$ cat config.mk
export PLATFORM = sky130hd
export DESIGN_NAME = pipe_stage_reg_flat
export DESIGN_NICKNAME = d
export VERILOG_FILES = /design/src/rtl/pipe_stage_reg_if.sv /design/src/rtl/pipe_stage_reg.sv /design/src/flat_wrapper.sv
export SDC_FILE = /design/constraint.sdc
export NUM_CORES = 1
export LEC_CHECK = 0
export CAP_MARGIN = 20
export CORE_MARGIN = 5
export CORE_UTILIZATION = 45
export CTS_BUF_LIST = sky130_fd_sc_hd__clkbuf_2
export CTS_CLUSTER_SIZE = 24
export DETAILED_ROUTE_END_ITERATION = 8
export HOLD_SLACK_MARGIN = 0.03
export PLACE_DENSITY = 0.8
export SETUP_SLACK_MARGIN = 0.2
export SLEW_MARGIN = 20
export SYNTH_ARGS = -nofsm -noshare
export SYNTH_HDL_FRONTEND = slang
export SYNTH_SLANG_ARGS = --single-unit
$ cat constraint.sdc
create_clock -name i_clk -period 1.9 [get_ports i_clk]
set_input_delay 0.38 -clock i_clk [delete_from_list [all_inputs] [get_ports i_clk]]
set_output_delay 0.38 -clock i_clk [all_outputs]
set_load 0.02 [all_outputs]
$ cat src/rtl/pipe_stage_reg_if.sv
// -----------------------------------------------------------------------------
// pipe_stage_reg_if
// Handshake bundle between a pipeline register stage and its neighbours.
//
// Signals (named from the stage's point of view):
//   i_valid     upstream offers i_data
//   o_ready     stage accepts i_data this cycle
//   i_data      upstream payload (DATA_W bits)
//   i_flush     discard every held and incoming entry
//   o_valid     o_data is valid for the downstream stage
//   i_ready     downstream accepts o_data
//   o_data      downstream payload (DATA_W bits)
//   o_stall_cnt cycles spent with o_valid=1 and i_ready=0 (CNT_W bits)
//
// Modports:
//   slave  - the register stage itself
//   master - the surrounding environment (upstream producer plus downstream
//            consumer), which drives the i_* side and observes the o_* side
// -----------------------------------------------------------------------------
interface pipe_stage_reg_if #(
    parameter int DATA_W = 32,
    parameter int CNT_W  = 16
);
    logic              i_valid;
    logic              o_ready;
    logic [DATA_W-1:0] i_data;
    logic              i_flush;
    logic              o_valid;
    logic              i_ready;
    logic [DATA_W-1:0] o_data;
    logic [CNT_W-1:0]  o_stall_cnt;

    modport slave (
        input  i_valid, i_data, i_flush, i_ready,
        output o_ready, o_valid, o_data, o_stall_cnt
    );

    modport master (
        output i_valid, i_data, i_flush, i_ready,
        input  o_ready, o_valid, o_data, o_stall_cnt
    );
endinterface

$ cat src/rtl/pipe_stage_reg.sv
// -----------------------------------------------------------------------------
// pipe_stage_reg
// Valid/ready pipeline register for one packed inter-stage bundle (IF/ID,
// ID/EX, ...). One cycle of latency, one transfer per cycle, flush for branch
// redirects and a saturating stall counter for performance monitoring.
//
// Ports:
//   i_clk   clock, all state changes on its rising edge
//   i_rst_n asynchronous active-low reset
//   bus     pipe_stage_reg_if.slave: i_valid/o_ready/i_data upstream,
//           o_valid/i_ready/o_data downstream, i_flush, o_stall_cnt
//
// Parameters:
//   DATA_W  payload width
//   CNT_W   stall counter width
//   BUBBLE  payload value presented after reset or flush
//
// Build option:
//   PIPE_STAGE_SKID_EN undefined - single entry, o_ready combinational
//                                  (i_ready | ~o_valid)
//   PIPE_STAGE_SKID_EN defined   - main + skid entries (EMPTY/ONE/TWO FSM),
//                                  o_ready registered as "skid empty"
// -----------------------------------------------------------------------------
module pipe_stage_reg #(
    parameter int                DATA_W = 32,
    parameter int                CNT_W  = 16,
    parameter logic [DATA_W-1:0] BUBBLE = '0
) (
    input logic              i_clk,
    input logic              i_rst_n,
    pipe_stage_reg_if.slave  bus
);

    function automatic logic [CNT_W-1:0] sat_inc(input logic [CNT_W-1:0] v);
        logic [CNT_W-1:0] one;
        one = {{(CNT_W-1){1'b0}}, 1'b1};
        return (&v) ? v : v + one;
    endfunction

    logic             accept;
    logic             drain;
    logic             stall;
    logic [CNT_W-1:0] stall_cnt_p0;

    assign accept = bus.i_valid & bus.o_ready;
    assign drain  = bus.o_valid & bus.i_ready;
    assign stall  = bus.o_valid & ~bus.i_ready;

    // ---- stall counter stage ----
    // Flush deliberately leaves the counter alone; only reset clears it.
    always_ff @(posedge i_clk or negedge i_rst_n) begin
        if (!i_rst_n) begin
            stall_cnt_p0 <= '0;
        end else if (stall) begin
            stall_cnt_p0 <= sat_inc(stall_cnt_p0);
        end
    end

    assign bus.o_stall_cnt = stall_cnt_p0;

`ifdef PIPE_STAGE_SKID_EN

    typedef enum logic [1:0] {
        EMPTY = 2'd0,
        ONE   = 2'd1,
        TWO   = 2'd2
    } state_t;

    state_t            state_p0;
    state_t            state_nxt;
    logic              rdy_p0;
    logic              rdy_nxt;
    logic [DATA_W-1:0] main_p0;
    logic [DATA_W-1:0] skid_p0;
    logic              load_main_in;
    logic              load_main_skid;
    logic              load_skid_in;

    // ---- state register stage ----
    always_ff @(posedge i_clk or negedge i_rst_n) begin
        if (!i_rst_n) begin
            state_p0 <= EMPTY;
            rdy_p0   <= 1'b0;
        end else begin
            state_p0 <= state_nxt;
            rdy_p0   <= rdy_nxt;
        end
    end

    // Next state. Accept in TWO cannot happen because o_ready is low there.
    always_comb begin
        state_nxt = state_p0;
        if (bus.i_flush) begin
            state_nxt = EMPTY;
        end else begin
            case (state_p0)
                EMPTY: if (accept) state_nxt = ONE;
                ONE: begin
                    if (accept && !drain)      state_nxt = TWO;
                    else if (!accept && drain) state_nxt = EMPTY;
                end
                TWO:   if (drain) state_nxt = ONE;
                default: state_nxt = EMPTY;
            endcase
        end
    end

    // Datapath steering. o_ready is registered, so it is computed from the
    // state we are about to enter rather than from downstream i_ready.
    always_comb begin
        load_main_in   = 1'b0;
        load_main_skid = 1'b0;
        load_skid_in   = 1'b0;
        rdy_nxt        = (state_nxt != TWO);
        if (!bus.i_flush) begin
            case (state_p0)
                EMPTY: load_main_in = accept;
                ONE: begin
                    load_main_in = accept & drain;
                    load_skid_in = accept & ~drain;
                end
                TWO:   load_main_skid = drain;
                default: ;
            endcase
        end
    end

    // ---- payload stage ----
    always_ff @(posedge i_clk or negedge i_rst_n) begin
        if (!i_rst_n) begin
            main_p0 <= BUBBLE;
            skid_p0 <= BUBBLE;
        end else if (bus.i_flush) begin
            main_p0 <= BUBBLE;
            skid_p0 <= BUBBLE;
        end else begin
            if (load_main_in)   main_p0 <= bus.i_data;
            if (load_main_skid) main_p0 <= skid_p0;
            if (load_skid_in)   skid_p0 <= bus.i_data;
        end
    end

    assign bus.o_valid = (state_p0 != EMPTY);
    assign bus.o_data  = main_p0;
    assign bus.o_ready = rdy_p0;

`else

    logic              vld_p0;
    logic [DATA_W-1:0] data_p0;
    logic              rdy_en_p0;

    // ---- single-entry stage ----
    // rdy_en_p0 keeps o_ready low in reset and until the first edge after it.
    always_ff @(posedge i_clk or negedge i_rst_n) begin
        if (!i_rst_n) begin
            vld_p0    <= 1'b0;
            data_p0   <= BUBBLE;
            rdy_en_p0 <= 1'b0;
        end else begin
            rdy_en_p0 <= 1'b1;
            if (bus.i_flush) begin
                vld_p0  <= 1'b0;
                data_p0 <= BUBBLE;
            end else if (accept) begin
                vld_p0  <= 1'b1;
                data_p0 <= bus.i_data;
            end else if (drain) begin
                vld_p0  <= 1'b0;
            end
        end
    end

    assign bus.o_valid = vld_p0;
    assign bus.o_data  = data_p0;
    assign bus.o_ready = rdy_en_p0 & (bus.i_ready | ~vld_p0);

`endif

endmodule

$ cat src/flat_wrapper.sv
// flat-port wrapper written by rule: the top's interface ports become plain ports
module pipe_stage_reg_flat 
#(
    parameter int                DATA_W = 32,
    parameter int                CNT_W  = 16,
    parameter logic [DATA_W-1:0] BUBBLE = '0
)
  (i_clk, i_rst_n, bus_i_valid, bus_i_data, bus_i_flush, bus_i_ready, bus_o_ready, bus_o_valid, bus_o_data, bus_o_stall_cnt);
  pipe_stage_reg_if #(.DATA_W(DATA_W), .CNT_W(CNT_W)) bus_i ();
  input logic i_clk;
  input logic i_rst_n;
  input wire logic [$bits(bus_i.i_valid)-1:0] bus_i_valid;
  input wire logic [$bits(bus_i.i_data)-1:0] bus_i_data;
  input wire logic [$bits(bus_i.i_flush)-1:0] bus_i_flush;
  input wire logic [$bits(bus_i.i_ready)-1:0] bus_i_ready;
  output wire logic [$bits(bus_i.o_ready)-1:0] bus_o_ready;
  output wire logic [$bits(bus_i.o_valid)-1:0] bus_o_valid;
  output wire logic [$bits(bus_i.o_data)-1:0] bus_o_data;
  output wire logic [$bits(bus_i.o_stall_cnt)-1:0] bus_o_stall_cnt;
  assign bus_i.i_valid = bus_i_valid;
  assign bus_i.i_data = bus_i_data;
  assign bus_i.i_flush = bus_i_flush;
  assign bus_i.i_ready = bus_i_ready;
  assign bus_o_ready = bus_i.o_ready;
  assign bus_o_valid = bus_i.o_valid;
  assign bus_o_data = bus_i.o_data;
  assign bus_o_stall_cnt = bus_i.o_stall_cnt;
  pipe_stage_reg #(.DATA_W(DATA_W), .CNT_W(CNT_W), .BUBBLE(BUBBLE)) u_core (.i_clk(i_clk), .i_rst_n(i_rst_n), .bus(bus_i));
endmodule
======== Word-level counts from Yosys, hierarchy flattened ========
Cells that the tools add are included.
word-level totals
  output and inout bits ................... 50
  bits in registers ....................... 50
  logic and storage cells ................. 22
cells by class
  bitwise operators ....................... 8
  add/sub/neg operators ................... 1
  reduce and logical (&&, ||, !) cells .... 4
  muxes and demuxes ....................... 5
operator list
  cell                     count
  $mux W32                 2
  $add A16 B1 Y16 const B  1
  $reduce_and A16 Y1       1
  $and A1 B1 Y1            4
  $mux W1                  3
  $not A1 Y1               3
  $reduce_bool A3 Y1       1
  $reduce_and A2 Y1        1
  $reduce_bool A2 Y1       1
  $or A1 B1 Y1             1

======== Logic depth before layout (Yosys ltp) ========
Gate-level depths: netlist of the first run.
  depth in word-level cells ............... 6
  depth in mapped cells ................... 6
  mapped depth without buffers ............ 5

======== Least setup slack after synthesis of the first run ========
OpenSTA, ideal clock, no wires.
  path kind ............................... register to register
  start ................................... register u_core.vld_p0, in the netlist u_core.bus.o_valid
  end ..................................... register u_core.stall_cnt_p0[15], in the netlist u_core.bus.o_stall_cnt[15]
  setup slack ............................. 0.210 ns
  data arrival time ....................... 1.565 ns
  path buffers ............................ 1
  data required time ...................... 1.775 ns
  setup time .............................. 0.125 ns
  stages on the path, launching flop included .. 6
  cell sequence ........................... dfrtp_1 -> nand2b_4 -> or2_1 -> buf_2 -> nor4_1 -> mux2_2
on the way
  cells in the longest elaborated chain, start to end .. 2
RTL lines
  element                             RTL line               RTL
  start, declared                     pipe_stage_reg.sv:149  logic vld_p0;
  start signal, assigned              pipe_stage_reg.sv:157  vld_p0 <= 1'b0;
  start signal, assigned              pipe_stage_reg.sv:163  vld_p0 <= 1'b0;
  start signal, assigned              pipe_stage_reg.sv:166  vld_p0 <= 1'b1;
  $and A1 B1 Y1                       pipe_stage_reg.sv:47   assign stall = bus.o_valid & ~bus.i_ready;
  $reduce_and A2 Y1 (no source line)  --
  end signal, assigned                pipe_stage_reg.sv:55   stall_cnt_p0 <= sat_inc(stall_cnt_p0);
  end, declared                       pipe_stage_reg.sv:43   logic [CNT_W-1:0] stall_cnt_p0;
Every way passes these cells.
A chain may end at the register's enable or synchronous reset.

======== Worst setup path in the final report of the first run ========
  start ................................... register u_core.stall_cnt_p0[1], in the netlist u_core.bus.o_stall_cnt[1]
  end ..................................... output port bus_o_stall_cnt[1]
RTL lines
  element        RTL line            RTL
  end, declared  flat_wrapper.sv:19  output wire logic [$bits(bus_i.o_stall_cnt)-1:0] bus_o_stall_cnt;
No word-level cell between the ends.

==> results.txt, run 1 <==
----------------------------------------------------
[Job]
  Count of max-cap constraint violations ... 0

[Final layout]
  Area growth from synthesis to layout ... 46.1%
  Fraction of final layout cells sized beyond drive strength 1 ... 14.8%
  Final Cell Area ... roughly 3200 sq um
  Final Util ... 68.1%
  Leading cell type in the layout, fill and taps excluded ... nand2_1
  Count of inserted antenna diode cells ... 0
  Non-filler cells in the finished layout ... 391
  Final net count ... 363
  Most used cells in the layout excluding fill and tap cells ... nand2_1 (70), dlygate4sd2_1 (48), dfrtp_1 (41)

[Place]
  Number of buffer cells added on primary ports ... 86
  Area post-placement ... 3200 sq um
  Placed cells ... 379
  Estimated wirelength of the detail-placed design ... around 4200 microns
  Global placer's final weighted congestion ... 0.822

[Clock network]
  Worst-skew pair later-pin latency ... roughly 0.43 ns
  CTS Root Buffer Type ... clkbuf_2
  Clock input transition at the sequential cells of the worst setup and hold paths ... 0.22 ns
  CTS H-tree lvls ... 2
  CTS tree ... built
  Sink Count ... 50
  Bufs on Longest Clock Path ... 2
  Number of clock buffers inserted by TritonCTS ... 5

[Critical path]
  CP Depth ... 1
  Number of cells on the worst reg-to-reg path ... 5
  CP Buf/Inv Count ... 1
  Category of the most critical setup path ... reg -> out
  Maximum fanout along the worst path ... 4
  Cell type of the slowest stage on the worst timing path ... dfrtp_1
  Critical path launch point type ... register
  Arrival time worst endpoint ... 1.28 ns
  Delay-heaviest family, CP ... flip-flops
  CP Data Required Time ... 1.52 ns
  Kind of end point of the critical path ... output pin
  Critical path, cell by cell ... dlygate4sd2_1
  Critical Path Max Stage Delay ... 0.49 ns

[Yosys]
  Top FF cell, synth ... dfrtp_1
  Gate Count Post-Synth ... ~230
  Ys Warns ... 0
  Post-synthesis area per instance ... 9.68 sq um
  Share of synthesized registers carrying an async set or reset ... 100%
  Total nets after synthesis ... 267
  Share of the yosys chip area belonging to registers ... 56.4%
  Post-synthesis sequential element count ... 50
  Number of synthesized flops with an enable pin ... 0
  Distinct cells, synth ... 32
  Post-Synthesis Cell Area ... 2220 sq um

[Drt]
  Routed length per placed instance ... 14.9 microns
  Vias post-DR ... 1951
  Antenna Nets Post-Route ... 0
  Post-detailed-route via-to-cell ratio ... 4.99
  Initial detailed-routing violation count ... 90
  Wire length reported by the detailed router ... 5820 microns
  Number of search-and-repair iterations in the first detailed-routing pass ... 4
  DRC violation count after routing ... 0

[Global routing]
  Combined global-route utilization of all metal layers ... 19.2%
  First-pass GRT wire length ... about 9500 microns
  Initial antenna violation count ... 0
  Via count of the first global-routing pass ... 1987
  Sum of overflow across all layers after global routing ... 0
  Maximum number of pins on one net before global-route repair ... 51

[Timing]
  Total negative slack ... 0 ns
  Min Tclk post-route ... 1.66 ns
  Count of final hold-check violations ... 0
  Worst setup skew after layout ... 0.0118 ns
  Total of endpoints with negative setup slack in the final report ... 0
  Highest achievable clock rate ... 0.604 GHz
  RSZ-0062 raised after global routing ... yes
  Final count of pins violating max slew ... 0
  Hold Worst Slack ... between 0.4 and 0.5 ns
  Final cycle utilization of the critical path ... 87.1%

[Pwr]
  Leakage Power ... 0.00165 uW
  Worst vdd rail ir drop ... roughly 0.00042 V
  Power density relative to cell area ... 668 nW/um^2

[Floorplanning]
  Die width ... ~80 microns
  Standard-cell rows ... 25
  Die area ... about 6400 sq um
  Standard cell core area ... 4750 sq um
  Starting density of the core ... 46.6%
  I/O pin count ... 87
  Die outline height ... around 80 microns

[Outcome]
  Result of the run ... finished clean

[Hold path]
  Min-Delay Path Class ... in -> async

----------------------------------------------------
-- Yosys cell counts, types with 2 or more instances --
cell type	instances	area, sq um
inv_1	3	11.3
nor4_4	2	42.5
buf_2	3	15.0
xor2_1	7	61.3
dfrtp_1	50	1250
mux2_2	6	67.6
clkbuf_1	9	33.8
nor2_1	7	26.3
nand3_1	7	35.0
a21oi_1	35	175
nor3_1	2	10.0
o21ai_0	3	15.0
nor4_1	2	12.5
and2_1	2	12.5
nand2_1	70	263
nand4_1	5	31.3
-- area by class of cell --
class	count	area, sq um
multi-input combinational	163	920
clock inverter	1	3.75
timing repair buffer	102	933
fill	424	1520
inverter	3	11.3
sequential	50	1260
tap	67	83.8
clock buffer	5	25.0
-- final timing paths --
path / slack [ns] / start / end
max: 0.24 / u_core.bus.o_stall_cnt[1] / bus_o_stall_cnt[1]
min in group i_clk: 0.44 / bus_i_data[7] / u_core.bus.o_data[7]
max in group asynchronous: 1.22 / i_rst_n / u_core.bus.o_stall_cnt[0]
min reg2reg: 0.53 / u_core.bus.o_data[7] / u_core.bus.o_data[7]
min: 0.44 / i_rst_n / u_core.bus.o_stall_cnt[6]
max reg2reg: 0.27 / u_core.bus.o_stall_cnt[1] / u_core.bus.o_stall_cnt[1]
-- per-layer routing --
layer  vias to the layer above  wire length (microns)  track usage, %
met5                         -                      0               0
met4                         0                     56            5.07
met3                         5                    655            9.08
met2                        79                   2770            31.3
met1                       914                   2330            22.6
li1                        953                      -               -
-- kinds of logic (layout without fill, tap and decap cells) --
kind of cell,Yosys count,count (layout),synth area share (%)
AND/OR/NAND/NOR,106,106,23.8
flip-flops,50,50,56.4
AO/OA/AOI/OAI,41,41,9.65
buffers and inverters,16,111,2.88
XOR/XNOR,7,7,2.77
multiplexers,7,7,3.72
adder cells (fa/ha/maj),1,1,0.564
other,1,1,0.169
-- state kept, by name, indices dropped and copies added, names as in the netlist --
| signal | count |
|---|---|
| u_core.bus.o_data | 32 |
| u_core.bus.o_stall_cnt | 16 |
| u_core.rdy_en_p0 | 1 |
| u_core.bus.o_valid | 1 |
-- report_power, final --
| part | total [uW] | switching (uW) | internal, uW |
|---|---|---|---|
| logic | 525 | 271 | 254 |
| clock network | 397 | 324 | 73.0 |
| registers | 1240 | 96.3 | 1140 |
| total | 2160 | 692 | 1470 |
-- repair_timing --
item	4_1_cts	5_1_grt
endpoints found under the hold margin	50	0
setup endpoints to repair	51	10
buffers inserted	4	1
hold buffers	1	0
pin swaps	0	3
gates resized for setup	57	9
-- per-stage QoR --
step           worst slack, ns  power (uW)
2_1_floorplan            0.210        1470
3_3_place_gp            -0.169        1770
3_5_place_dp            -0.166        1790
4_1_cts                 0.0664        2150
5_1_grt                  0.175        2270
6_report                 0.245        2160
No activity file was read; power rests on OpenSTA's default activity.
==> run 2: changes to the inputs <==
- CORE_MARGIN: 5 -> 2
==> run 2 against run 1 <==
Effect of this change: clock skew rose by 0.0096 ns; hold slack got worse by 0.049 ns; register-to-register slack about the same; cell count up 2.6%; fmax down 1.8%; combinational power grew 2%; flip-flop and latch count is the same; non-clock buffer count grew 9; first-iteration DRC count rose by 20%; global-route usage grew 2.6 points; clock power is 7.8% higher; total power up 1.1%; critical path type unchanged; largest cell class unchanged; highest routed layer unchanged.
==> results.txt, run 2 (same netlist as run 1, synthesis figures left out) <==
----------------------------------------------------
[Timing]
  Count of final hold-check violations ... 0
  Slew at the pin closest to its max-slew limit ... 0.514 ns
  Total of endpoints with negative setup slack in the final report ... 0
  Min Tclk post-route ... 1.69 ns
  Slew HR ... 65.8%
  Highest achievable clock rate ... 0.593 GHz
  Worst setup skew after layout ... roughly 0.021 ns
  Final count of pins violating max slew ... 0
  RSZ-0062 raised after global routing ... yes
  Final cycle utilization of the critical path ... 88.7%
  Total negative slack ... 0 ns

[Place]
  Number of buffer cells added on primary ports ... 86
  Area post-placement ... 3200 sq um
  Global placer's final weighted congestion ... a little over 0.8
  Estimated wirelength of the detail-placed design ... 3860 microns

[Final layout]
  Final net count ... 372
  Leading cell type in the layout, fill and taps excluded ... nand2_1
  Count of inserted antenna diode cells ... 0
  Fill cell count ... about 400
  Footprint of the multi-input gates ... slightly above 900 sq um
  Total area of sequential cells ... 1260 sq um
  Fraction of final layout cells sized beyond drive strength 1 ... approximately 17%
  Area growth from synthesis to layout ... 49.2%
  Final Cell Area ... 3310 sq um
  Most used cells in the layout excluding fill and tap cells ... nand2_1 (70), dfrtp_1 (46), dlygate4sd2_1 (44)
  Largest register FFs ... 32

[Outcome]
  Result of the run ... finished clean

[Pwr]
  Sequential cell fraction of total power ... 55.9%
  Clock group share of total power ... roughly a fifth
  Leakage Power ... 0.00169 uW
  Int Pwr ... 1480 uW
  Sw Ratio ... 32.2%
  Switching Power ... around 700 uW
  Worst vdd rail ir drop ... between 0.0004 and 0.0005 V
  Power share of the combinational group ... 24.5%
  Power density relative to cell area ... approximately 660 nW/um^2

[Global routing]
  Met3 layer usage reported by global route ... 7.59%
  Met1 Usage GRT ... around 27%
  Layer with the highest usage after global routing ... met2
  Sum of overflow across all layers after global routing ... 0
  Combined global-route utilization of all metal layers ... 21.8%
  Via count of the first global-routing pass ... 1987
  Initial antenna violation count ... 0
  First-pass GRT wire length ... between 9000 and 10000 microns
  Maximum number of pins on one net before global-route repair ... 34
  Met2 Resource Use GR ... 36.4%

[Floorplanning]
  Standard-cell rows ... 25
  Die width ... 74.2 microns
  I/O pin count ... 87
  Die outline height ... 74.2 microns
  Starting density of the core ... between 40% and 50%
  Die area ... 5500 sq um
  Standard cell core area ... 4720 sq um

[Clock network]
  Bufs on Longest Clock Path ... 2
  CTS H-tree lvls ... 2
  Number of clock buffers inserted by TritonCTS ... 5
  CTS tree ... built
  Clock input transition at the sequential cells of the worst setup and hold paths ... 0.27 ns
  CTS Root Buffer Type ... clkbuf_2
  Worst-skew pair later-pin latency ... 0.43 ns
  Sink Count ... 50

[Drt]
  Post-detailed-route via-to-cell ratio ... approximately 5.0
  Wire length reported by the detailed router ... 5610 microns
  Antenna Nets Post-Route ... 0
  Vias post-DR ... 1985
  Initial detailed-routing violation count ... approximately 110
  Number of search-and-repair iterations in the first detailed-routing pass ... 4
  DRC violation count after routing ... 0
  Routed length per placed instance ... 14.0 microns

[Critical path]
  Category of the most critical setup path ... reg -> out
  Arrival time worst endpoint ... around 1.3 ns
  Register-to-register setup slack ... 0.26 ns
  Maximum fanout along the worst path ... 4
  Critical path launch point type ... register
  Kind of end point of the critical path ... output pin
  CP Data Required Time ... 1.52 ns

[Hold path]
  Min-Delay Path Class ... in -> async

[Job]
  Count of max-cap constraint violations ... 0

----------------------------------------------------
==> run 2: changes by cell type in the layout (fill, tap and decap cells not counted), moves of 2 or more <==
cell and delta:
clkinvlp_4 +2, buf_4 +9, dlygate4sd2_1 -4, dfrtp_2 -5, dfrtp_1 +5, clkdlybuf4s15_1 +3
==> run 2: power groups by stage <==
stage	Clock, uW	Combinational (uW)	Sequential [uW]
after floorplan	0	151	1320
after global placement	0	524	1240
after detailed placement	0	534	1240
after CTS	436	485	1230
after global routing	481	585	1230
final	428	537	1220
==> run 2: layer usage <==
metal | routed length, microns | part of all wire, %
met5 | 0 | 0
met4 | 52 | 0.93
met3 | 425 | 7.6
met2 | 2790 | 50
met1 | 2350 | 42
==> run 2: timing repair <==
action	CTS	global route
endpoints found under the hold margin	20	0
gates resized for setup	56	11
buffers inserted	5	10
pin swaps	0	1
endpoints found under the setup margin	50	21
hold buffers	1	0
==> run 2: critical path, stage by stage (launching register included) <==
cell      delay, ns
dfrtp_1        0.48
nand2b_4       0.09
and2_1         0.12
clkbuf_2       0.18
==> run 2: worst paths after layout <==
| kind | start | to | depth (start not counted) |
|---|---|---|---|
| max in group asynchronous | i_rst_n | u_core.bus.o_stall_cnt[7] | 3 |
| hold reg to reg | u_core.bus.o_data[23] | u_core.bus.o_data[23] | 2 |
| hold / removal | i_rst_n | u_core.bus.o_data[21] | 2 |
| setup / recovery | u_core.bus.o_valid | bus_o_ready | 3 |
| min in group i_clk | bus_i_data[4] | u_core.bus.o_data[4] | 3 |
| setup reg to reg | u_core.bus.o_stall_cnt[12] | u_core.bus.o_stall_cnt[1] | 5 |
==> run 2: layout make-up <==
type                       count  share of cell area [%]
sequential                    50                    38.0
timing repair buffer         111                    30.3
multi-input combinational    163                    27.7
tap                           67                    2.53
clock buffer                   5                   0.757
clock inverter                 2                   0.454
inverter                       3                   0.341
==> run 2: through the flow <==
step / setup slack, ns / hold WS (ns) / power (uW) / util (%) / std cells
final: 0.214 / 0.387 / 2190 / 70.0 / 401
after global routing: 0.128 / 0.404 / 2300 / 70.0 / 401
after CTS: 0.0120 / 0.394 / 2150 / 68.4 / 391
after detailed placement: -0.253 / 0.379 / 1780 / 67.7 / 378
after global placement: -0.233 / 0.376 / 1760 / 67.7 / 378
after floorplan: 0.210 / 0.0844 / 1470 / - / 229
==> run 3: changes to the inputs <==
- HOLD_SLACK_MARGIN: 0.03 -> 0.06
==> results of run 3 <==
The final DEF is identical to that of run 2; final timing and power are the same.
